--- config.mk ---
export PLATFORM = sky130hd
export DESIGN_NAME = axis_burst_source
export DESIGN_NICKNAME = d
export VERILOG_FILES = /design/src/rtl/axixfer_pkg.sv /design/src/rtl/axis_burst_source_lfsr8.sv /design/src/rtl/axis_burst_source.sv
export SDC_FILE = /design/constraint.sdc
export NUM_CORES = 1
export LEC_CHECK = 0
export CORE_ASPECT_RATIO = 1.5
export CORE_MARGIN = 3
export CORE_UTILIZATION = 46
export DETAILED_ROUTE_END_ITERATION = 16
export HOLD_SLACK_MARGIN = 0.02
export PLACE_DENSITY_LB_ADDON = 0.2
export SETUP_SLACK_MARGIN = 0.3
export SLEW_MARGIN = 20
export SYNTH_ARGS = -nofsm -noshare
export SYNTH_HDL_FRONTEND = slang
export SYNTH_SLANG_ARGS = --single-unit
export TNS_END_PERCENT = 50
--- constraint.sdc ---
create_clock -name clock -period 2 [get_ports clock]
set_input_delay 0.6 -clock clock [delete_from_list [all_inputs] [get_ports clock]]
set_output_delay 0.6 -clock clock [all_outputs]
set_load 0.02 [all_outputs]
--- src/rtl/axixfer_pkg.sv ---
// Shared definitions for the axixfer transmit side.
//   - state_t      : burst source FSM states (GAP exists only with the
//                    AXIS_BURST_SOURCE_GAP_EN build option)
//   - N/LW/CW_DEF  : default data, length and burst-counter widths
//   - LFSR_SEED    : value loaded into the gap LFSR on reset
//   - LFSR_TAPS    : feedback taps for x^8+x^6+x^5+x^4+1 (bits 7,5,4,3)
package axixfer_pkg;

    localparam int N_DEF  = 8;
    localparam int LW_DEF = 8;
    localparam int CW_DEF = 16;

    localparam logic [7:0] LFSR_SEED = 8'hA5;
    localparam logic [7:0] LFSR_TAPS = 8'b1011_1000;

    typedef enum logic [1:0] {
        IDLE = 2'd0,
        SEND = 2'd1,
        GAP  = 2'd2
    } state_t;

endpackage

--- src/rtl/axis_burst_source_lfsr8.sv ---
// lfsr8: seeded 8-bit Fibonacci LFSR, shifts left with feedback into bit 0.
// Ports:
//   clock   in   posedge clock
//   reset   in   synchronous active-high, loads LFSR_SEED
//   i_en    in   advance one step this cycle
//   o_lfsr  out  current LFSR state
module lfsr8
    import axixfer_pkg::*;
(
    input  logic       clock,
    input  logic       reset,
    input  logic       i_en,
    output logic [7:0] o_lfsr
);

    logic [7:0] r_lfsr;
    logic       w_fb;

    assign w_fb   = ^(r_lfsr & LFSR_TAPS);
    assign o_lfsr = r_lfsr;

    always_ff @(posedge clock) begin
        if (reset) begin
            r_lfsr <= LFSR_SEED;
        end else if (i_en) begin
            r_lfsr <= {r_lfsr[6:0], w_fb};
        end
    end

endmodule

--- src/rtl/axis_burst_source.sv ---
// axis_burst_source: accepts a burst command (base, length) and emits
// CMD_LEN+1 incrementing data words on a valid/ready W channel, flagging
// the final beat with WLAST. Payload is held stable until accepted.
// Build option AXIS_BURST_SOURCE_GAP_EN: after each accepted non-last beat,
// an LFSR bit may insert a one-cycle bubble (GAP state).
// Ports:
//   clock, reset          posedge clock, synchronous active-high reset
//   CMD_VALID/CMD_READY   command handshake (ready only while IDLE)
//   CMD_BASE [N-1:0]      first data word
//   CMD_LEN  [LW-1:0]     beats minus one
//   WVALID/WREADY         data beat handshake
//   WDATA    [N-1:0]      beat payload, base+index modulo 2^N
//   WLAST                 final beat of the burst
//   BUSY                  burst in progress
//   BURSTS   [CW-1:0]     completed-burst count (wraps)
module axis_burst_source
    import axixfer_pkg::*;
#(
    parameter int N  = N_DEF,
    parameter int LW = LW_DEF,
    parameter int CW = CW_DEF
)
(
    input  logic          clock,
    input  logic          reset,
    input  logic          CMD_VALID,
    output logic          CMD_READY,
    input  logic [N-1:0]  CMD_BASE,
    input  logic [LW-1:0] CMD_LEN,
    output logic          WVALID,
    input  logic          WREADY,
    output logic [N-1:0]  WDATA,
    output logic          WLAST,
    output logic          BUSY,
    output logic [CW-1:0] BURSTS
);

    state_t        r_state;
    state_t        w_next;
    logic [N-1:0]  r_base;
    logic [LW-1:0] r_len;
    logic [LW-1:0] r_index;
    logic [CW-1:0] r_bursts;

    logic          w_is_last;
    logic          w_cmd_acc;
    logic          w_beat_acc;
    logic          w_gap_req;

    // Index is LW bits, same as the length, so index==len is always reached
    // before it could wrap, even for 2^LW-beat bursts.
    assign w_is_last  = (r_index == r_len);
    assign w_cmd_acc  = (r_state == IDLE) && CMD_VALID;
    assign w_beat_acc = (r_state == SEND) && WREADY;

`ifdef AXIS_BURST_SOURCE_GAP_EN
    logic [7:0] w_lfsr;

    lfsr8 u_lfsr (
        .clock  (clock),
        .reset  (reset),
        .i_en   (1'b1),
        .o_lfsr (w_lfsr)
    );

    assign w_gap_req = w_lfsr[0];
`else
    assign w_gap_req = 1'b0;
`endif

    // State register
    always_ff @(posedge clock) begin
        if (reset) begin
            r_state <= IDLE;
        end else begin
            r_state <= w_next;
        end
    end

    // Next state: the last-beat edge always returns to IDLE, so a new command
    // can only be taken on a later edge.
    always_comb begin
        w_next = r_state;
        case (r_state)
            IDLE: begin
                if (CMD_VALID) begin
                    w_next = SEND;
                end
            end
            SEND: begin
                if (WREADY) begin
                    if (w_is_last) begin
                        w_next = IDLE;
                    end else if (w_gap_req) begin
                        w_next = GAP;
                    end
                end
            end
            GAP:     w_next = SEND;
            default: w_next = IDLE;
        endcase
    end

    // Outputs depend on registered state only, never on WREADY.
    always_comb begin
        CMD_READY = (r_state == IDLE);
        BUSY      = (r_state != IDLE);
        WVALID    = (r_state == SEND);
        WLAST     = (r_state == SEND) && w_is_last;
        WDATA     = (r_state == SEND) ? (r_base + N'(r_index)) : '0;
    end

    assign BURSTS = r_bursts;

    // Command payload is only meaningful while busy, so it carries no reset.
    always_ff @(posedge clock) begin
        if (w_cmd_acc) begin
            r_base <= CMD_BASE;
            r_len  <= CMD_LEN;
        end
    end

    always_ff @(posedge clock) begin
        if (reset) begin
            r_index <= '0;
        end else if (w_cmd_acc) begin
            r_index <= '0;
        end else if (w_beat_acc && !w_is_last) begin
            r_index <= r_index + 1'b1;
        end
    end

    always_ff @(posedge clock) begin
        if (reset) begin
            r_bursts <= '0;
        end else if (w_beat_acc && w_is_last) begin
            r_bursts <= r_bursts + 1'b1;
        end
    end

endmodule

-- Word-level counts from Yosys, hierarchy flattened
Index checks and enable logic that the tools add are counted.
Widths: inputs -> output; s select.
- add/subtract/negate cells: 3
- equal/unequal tests: 6
- multiplexer cells: 5
- reduce and logical (&&, ||, !) cells: 10
- operator list (kind ; count):
    $add 16x1->16 const B ; 1
    $add 8x1->8 const B ; 1
    $add 8x8->8 ; 1
    $eq 8x8->1 ; 1
    $mux 8 ; 1
    $mux 2 ; 3
    $pmux 2 s3 ; 1
    $logic_and 1x1->1 ; 5
    $ne 2x1->1 const B ; 2
    $reduce_and 3->1 ; 1
    $eq 2x1->1 const B ; 1
    $eq 2x2->1 const B ; 1
    $logic_not 2->1 ; 1
    $ne 2x2->1 const B ; 1
    $reduce_bool 2->1 ; 1
    $reduce_or 2->1 ; 1
    $logic_not 1->1 ; 1
- register bits: 42

-- Longest topological paths before layout
Gate-level depths: netlist of the first run.
- depth in word-level cells: 4
- mapped depth: 6
- gate-level depth less buffers: 6

-- Least setup slack after synthesis of the first run
No wires, ideal clock.
- path kind: register to output
- from: register r_base[1]
- to: output port WDATA[5]
- arrival: 1721 ps
- setup slack: -321 ps
- stages on the path, launching flop included: 6
- buffers on the path: 0
- cell sequence: edfxtp_1 -> ha_1 -> a21o_1 -> a311oi_1 -> mux2i_1 -> o311ai_0
- cells in the longest elaborated chain, start to end: 2
- RTL lines (element ; line ; source):
    from (decl) ; axis_burst_source.sv:40 ; logic [N-1:0] r_base;
    from (signal assigned) ; axis_burst_source.sv:118 ; r_base <= CMD_BASE;
    $add 8x8->8 ; axis_burst_source.sv:110 ; WDATA = (r_state == SEND) ? (r_base + N'(r_index)) : '0;
    $mux 8 ; axis_burst_source.sv:110 ;
    to (decl) ; axis_burst_source.sv:32 ; output logic [N-1:0] WDATA,
No other way between the ends.

-- Worst setup path in the final report of the first run
Ends and elaborated chain as after synthesis.

==> run_results.csv, run 1 <==
group,metric,value,unit
worst_hold_path,min_path_type,"flip-flop to flip-flop",
clock_network,cts_buffers,5,
logic_synthesis,synth.yosys.seq_area_share,42.04,%
worst_setup_path,crit_path_max_incr_delay,0.42,ns
placed_design,hpwl,4.039,mm
clock_network,root_buffer,"clkbuf_8",
clock_network,numClockSinks,41,
logic_synthesis,async_flop_share,0,%
final_layout,multi_input_area,1808,um2
worst_setup_path,worstPathMaxFanout,3,
routing,num_vias,2285,
global_route,antenna_found_initial,0,
placed_design,gp_congestion,0.8100,
final_layout,final_net_count,360,
logic_synthesis,netlist_instances,236,
clock_network,clockBufferDepth,2,
worst_setup_path,start_kind,"flip-flop",
floorplan,start_util,48.13,%
floorplan,rows,31,
timing,tightest_slew,0.4092,ns
worst_setup_path,worstSetupPathType,"flip-flop to output pin",
timing,final.min_clock_period,2.685,ns
global_route,grt_max_degree,31,
final_layout,final_common_cell,"buf_4",
final_layout,nFillCells,262,
timing,setup_ws,-0.6853,ns
final_layout,area_growth,72.01,%
clock_network,cts_tree,"built",
status,status,"finished with violations",
clock_network,clkLatencyLatePin,0.30,ns
global_route,grt_overflow,0,
clock_network,htreeDepth,2,
pwr,leakagePower,0.001809,uW
worst_setup_path,required,1.40,ns
routing,avgRoutedWirePerCell,18.88,um
pwr,ir_worst_vdd,0.4712,mV
final_layout,final_cell_count_no_fill,397,
final_layout,final_cell_mix,"buf_4 (30), buf_6 (21), nor2_1 (18), clkdlybuf4s50_1 (18), dfxtp_1 (17)",
status,violations,"setup timing",
pwr,powerDensity,442.7,nW/um2
worst_setup_path,critPathArrivalTime,2.09,ns
floorplan,die_area,5981,um2
logic_synthesis,yosys.cell_types.count,45,
logic_synthesis,yosys_register_bits,41,
logic_synthesis,synth-edff-count,16,
logic_synthesis,ys_warn_count,0,
worst_setup_path,cp-end-kind,"output pin",
clock_network,cts_hold_buf,0,
global_route,grt_pass1_wl,11.14,mm
flow_run,maxCapViolations,0,
placed_design,io_buffers,47,
routing,vias_per_cell,5.756,
logic_synthesis,ys.flop_type,"dfxtp_1",
timing,clock_skew,0.006047,ns
logic_synthesis,syn_area_per_cell,9.888,um2
timing,setup_viol,12,
clock_network,path_clk_slew,0.08,ns
logic_synthesis,synth_area,2333,um2
routing,first_pass_iters,4,
global_route,track_usage,23.94,%
timing,rsz0062_at_grt,"true",
final_layout,seqCellArea,998.5,um2
routing,drt_iter0_drc,104,
logic_synthesis,syn_nets,266,
routing,wl,7.496,mm
placed_design,dpl.cell_count,372,
timing,slew_headroom,72.34,%
final_layout,drive_gt1_share,44.41,%
routing,drc,0,
timing,fmax,372.4,MHz
final_layout,num_antenna_cells,0,
timing,hold_violations,0,
timing,slew_violations,0,
global_route,grt_pass1_vias,2350,
floorplan,io_pins,48,
worst_setup_path,cpMaxStageDelayCell,"edfxtp_1",
floorplan,die_w,64.16,um
floorplan,placeableCoreArea,4848,um2
worst_setup_path,path_cells,"ha_1 > a21o_1 > a311oi_2 > mux2i_1 > o311ai_4 > buf_6",
timing,finalCritPeriodShare,134.3,%
timing,hold_slack,0.5170,ns
routing,ant_nets,0,
floorplan,dieHeight,93.23,um
sequential cells by signal (all words and copies together) (netlist names):
signal / count
BURSTS: 16
r_base: 8
r_index: 8
r_len: 8
r_state: 1
cell families after synthesis:
logic type,count (synthesis),share of synthesized area (%)
buffers and inverters,15,3.271
AOI/OAI and AO/OA,22,6.756
DFF,41,42.04
and+or+nand+nor,112,26.59
adders and majority gates,10,5.684
muxes,25,11.53
xor gates and xnor gates,11,4.129
final timing paths:
kind / startpoint / endpoint / slack (ns) / depth (start not counted)
min: BURSTS[1] / BURSTS[1] / 0.52 / 2
min reg2reg: BURSTS[1] / BURSTS[1] / 0.52 / 2
max reg2reg: r_len[7] / BURSTS[9] / -0.02 / 7
max: r_base[1] / WDATA[5] / -0.69 / 6
where the power goes:
part | leakage (uW) | internal [uW] | switching [uW] | total, uW
clock network | 0.0000450 | 242 | 299 | 541
logic | 0.00140 | 174 | 157 | 332
registers | 0.000359 | 888 | 15.7 | 904
synth_stat cells (5+ instances only):
cell type / instances / area share (%)
nor3_1: 7 / 1.5
ha_1: 9 / 4.8
nor2b_1: 15 / 4.0
xnor2_1: 10 / 3.8
nand3_1: 8 / 1.7
and3_1: 6 / 1.6
nand2_1: 15 / 2.4
dfxtp_1: 25 / 21
or3_1: 7 / 1.9
clkbuf_1: 5 / 0.80
nor2_1: 21 / 3.4
mux2i_1: 10 / 4.3
mux2_2: 15 / 7.2
edfxtp_1: 16 / 21
nor4_1: 10 / 2.7
nand4_1: 5 / 1.3
metal layers:
metal  up-vias  part of all wire [%]  routed length [um]  GRT usage, %
li1       1062                     -                   -             -
met2        85                    56                4193         43.23
met1      1119                    36                2735         25.19
met5         -                     0                   0             0
met3        19                   4.4                 328         4.567
met4         0                   3.2                 238         14.46
final cells by class:
| cell class | count | area share, % |
|---|---|---|
| clock buffers | 6 | 1.808 |
| clock inverters | 2 | 0.2494 |
| inverters | 3 | 0.3117 |
| multi-input cells | 180 | 45.04 |
| flip-flops and latches | 41 | 24.88 |
| well taps | 66 | 2.057 |
| repair buffers | 99 | 25.65 |
through the flow:
step / setup TNS [ns] / instance area (um2) / util [%] / power, uW / setup slack (ns)
finish: -3.763 / 4014 / 82.79 / 1777 / -0.6853
global route: -5.180 / 4014 / 82.79 / 1842 / -0.7537
CTS: -3.535 / 3822 / 78.84 / 1736 / -0.7060
detailed placement: -7.574 / 3193 / 65.86 / 1166 / -0.7230
global placement: -7.130 / 3193 / 65.86 / 1160 / -0.7134
floorplan: -0.5027 / 2440 / - / 1049 / -0.1449
timing repair:
| item | CTS | global route |
|---|---|---|
| cloned | 3 | 0 |
| resized for setup | 165 | 30 |
| endpoints found under the setup margin | 53 | 38 |
| pin swaps | 34 | 21 |
| buffers inserted | 7 | 7 |
critical path: cells and delay by family, from the launching register on:
kind / cells / cell delay, ns
flip-flops: 1 / 0.42
AO/OA/AOI/OAI: 3 / 0.61
multiplexers: 1 / 0.31
adder cells (fa/ha/maj): 1 / 0.29
buffers and inverters: 1 / 0.15
(Power assumes the default switching activity.)
==> run 2: changes to the inputs <==
SKIP_LAST_GASP = 1   (was default)
==> run_results.csv, run 2 (synthesis results as in run 1) <==
group,metric,value,unit
status,status,"finished with violations",
status,violations,"setup timing",
global_route,antenna_found_initial,0,
global_route,grt_overflow,0,
clock_network,path_clk_slew,0.08,ns
floorplan,placeableCoreArea,4848,um2
final_layout,final_net_count,358,
floorplan,die_w,64.16,um
worst_setup_path,required,1.40,ns
routing,wl,7.020,mm
placed_design,dpl_cell_area,3193,um2
worst_setup_path,cp-end-kind,"output pin",
routing,avgRoutedWirePerCell,17.77,um
worst_hold_path,min_path_type,"flip-flop to flip-flop",
final_layout,multi_input_area,1734,um2
floorplan,start_util,48.13,%
clock_network,cts_tree,"built",
worst_setup_path,r2r-start,"r_index[2]",
routing,vias_per_cell,5.767,
final_layout,nFillCells,266,
final_layout,final_util,81.11,%
worst_setup_path,worstSetupPathType,"flip-flop to output pin",
clock_network,cts_hold_buf,0,
floorplan,dieHeight,93.23,um
timing,slew_violations,0,
clock_network,clockBufferDepth,2,
floorplan,die_area,5981,um2
worst_setup_path,ff2ff_path_depth,9,
worst_setup_path,critPathArrivalTime,2.04,ns
clock_network,htreeDepth,2,
timing,final.min_clock_period,2.643,ns
global_route,grt_pass1_wl,10.86,mm
routing,num_vias,2278,
timing,setup_ws,-0.6426,ns
placed_design,hpwl,4.039,mm
worst_setup_path,crit_start,"r_base[1]",
routing,ant_nets,0,
placed_design,io_buffers,47,
clock_network,numClockSinks,41,
timing,tightest_slew,0.6410,ns
floorplan,io_pins,48,
routing,drt_iter0_drc,80,
global_route,grt_pass1_vias,2295,
final_layout,seqCellArea,998.5,um2
timing,slew_headroom,57.11,%
worst_hold_path,worstHoldStart,"BURSTS[1]",
clock_network,root_buffer,"clkbuf_8",
timing,finalCritPeriodShare,132.1,%
worst_hold_path,holdPathStages,2,
timing,clock_skew,0.006628,ns
routing,first_pass_iters,4,
final_layout,largest_reg_flops,16,
final_layout,final_common_cell,"buf_4",
pwr,leakagePower,0.001830,uW
timing,setup_viol,12,
routing,drc,0,
global_route,track_usage,23.27,%
placed_design,gp_congestion,0.8100,
worst_setup_path,worstPathMaxFanout,3,
floorplan,rows,31,
global_route,grt_max_degree,31,
pwr,powerDensity,445.4,nW/um2
final_layout,drive_gt1_share,41.95,%
timing,fmax,378.4,MHz
pwr,ir_worst_vdd,0.4289,mV
clock_network,clkLatencyLatePin,0.30,ns
final_layout,final_cell_mix,"buf_4 (34), clkdlybuf4s50_1 (23), nor2_1 (19)",
final_layout,design_area,3933,um2
flow_run,maxCapViolations,0,
worst_setup_path,start_kind,"flip-flop",
final_layout,area_growth,68.53,%
timing,hold_violations,0,
final_layout,num_antenna_cells,0,
timing,rsz0062_at_grt,"true",
clock_network,cts_buffers,5,
## run 2: power breakdown
group | internal [uW] | switching [uW] | leakage (uW)
registers | 888 | 16.2 | 0.000359
clock network | 242 | 290 | 0.0000450
logic | 167 | 148 | 0.00143
## run 2: critical path: stages (launching register included)
cell and delay, ns:
edfxtp_1 0.39, ha_1 0.28, a21o_1 0.20, a311oi_2 0.27, mux2i_1 0.31, o311ai_4 0.12
buf_4 0.17
## run 2: routing by layer
layer / up-vias / part of all wire (%) / GRT usage (%)
met5: - / 0 / 0
met4: 0 / 3.6 / 11.11
met3: 25 / 4.9 / 5.048
met2: 85 / 56 / 42.45
met1: 1110 / 35 / 25.00
li1: 1058 / - / -
## run 2: worst paths after layout
path | end | slack [ns]
max | WDATA[5] | -0.64
min | BURSTS[1] | 0.55
max reg2reg | BURSTS[3] | -0.07
min reg2reg | BURSTS[1] | 0.55
## run 2: repair_timing
item,in CTS,in global routing
buffers inserted,7,5
gates resized for setup,130,30
setup endpoints to repair,53,53
pin swaps,26,13
cloned,3,0
## run 2: per-stage QoR
step | hold slack (ns) | setup TNS (ns) | setup slack, ns | std cells | power [uW]
final | 0.5456 | -3.638 | -0.6426 | 395 | 1752
after CTS | 0.5188 | -3.535 | -0.7060 | 390 | 1734
after global placement | 0.5010 | -7.130 | -0.7134 | 372 | 1160
after floorplan | 0.4812 | -0.5027 | -0.1449 | 236 | 1049
after global routing | 0.6033 | -4.688 | -0.7147 | 395 | 1819
after detailed placement | 0.5042 | -7.574 | -0.7230 | 372 | 1166
## run 2: cell type report
class,count,share of cell area [%]
tap,66,2.100
clock buffer,6,1.845
timing repair buffer,97,25.99
inverter,3,0.3182
clock inverter,2,0.2545
multi-input combinational,180,44.10
sequential,41,25.39
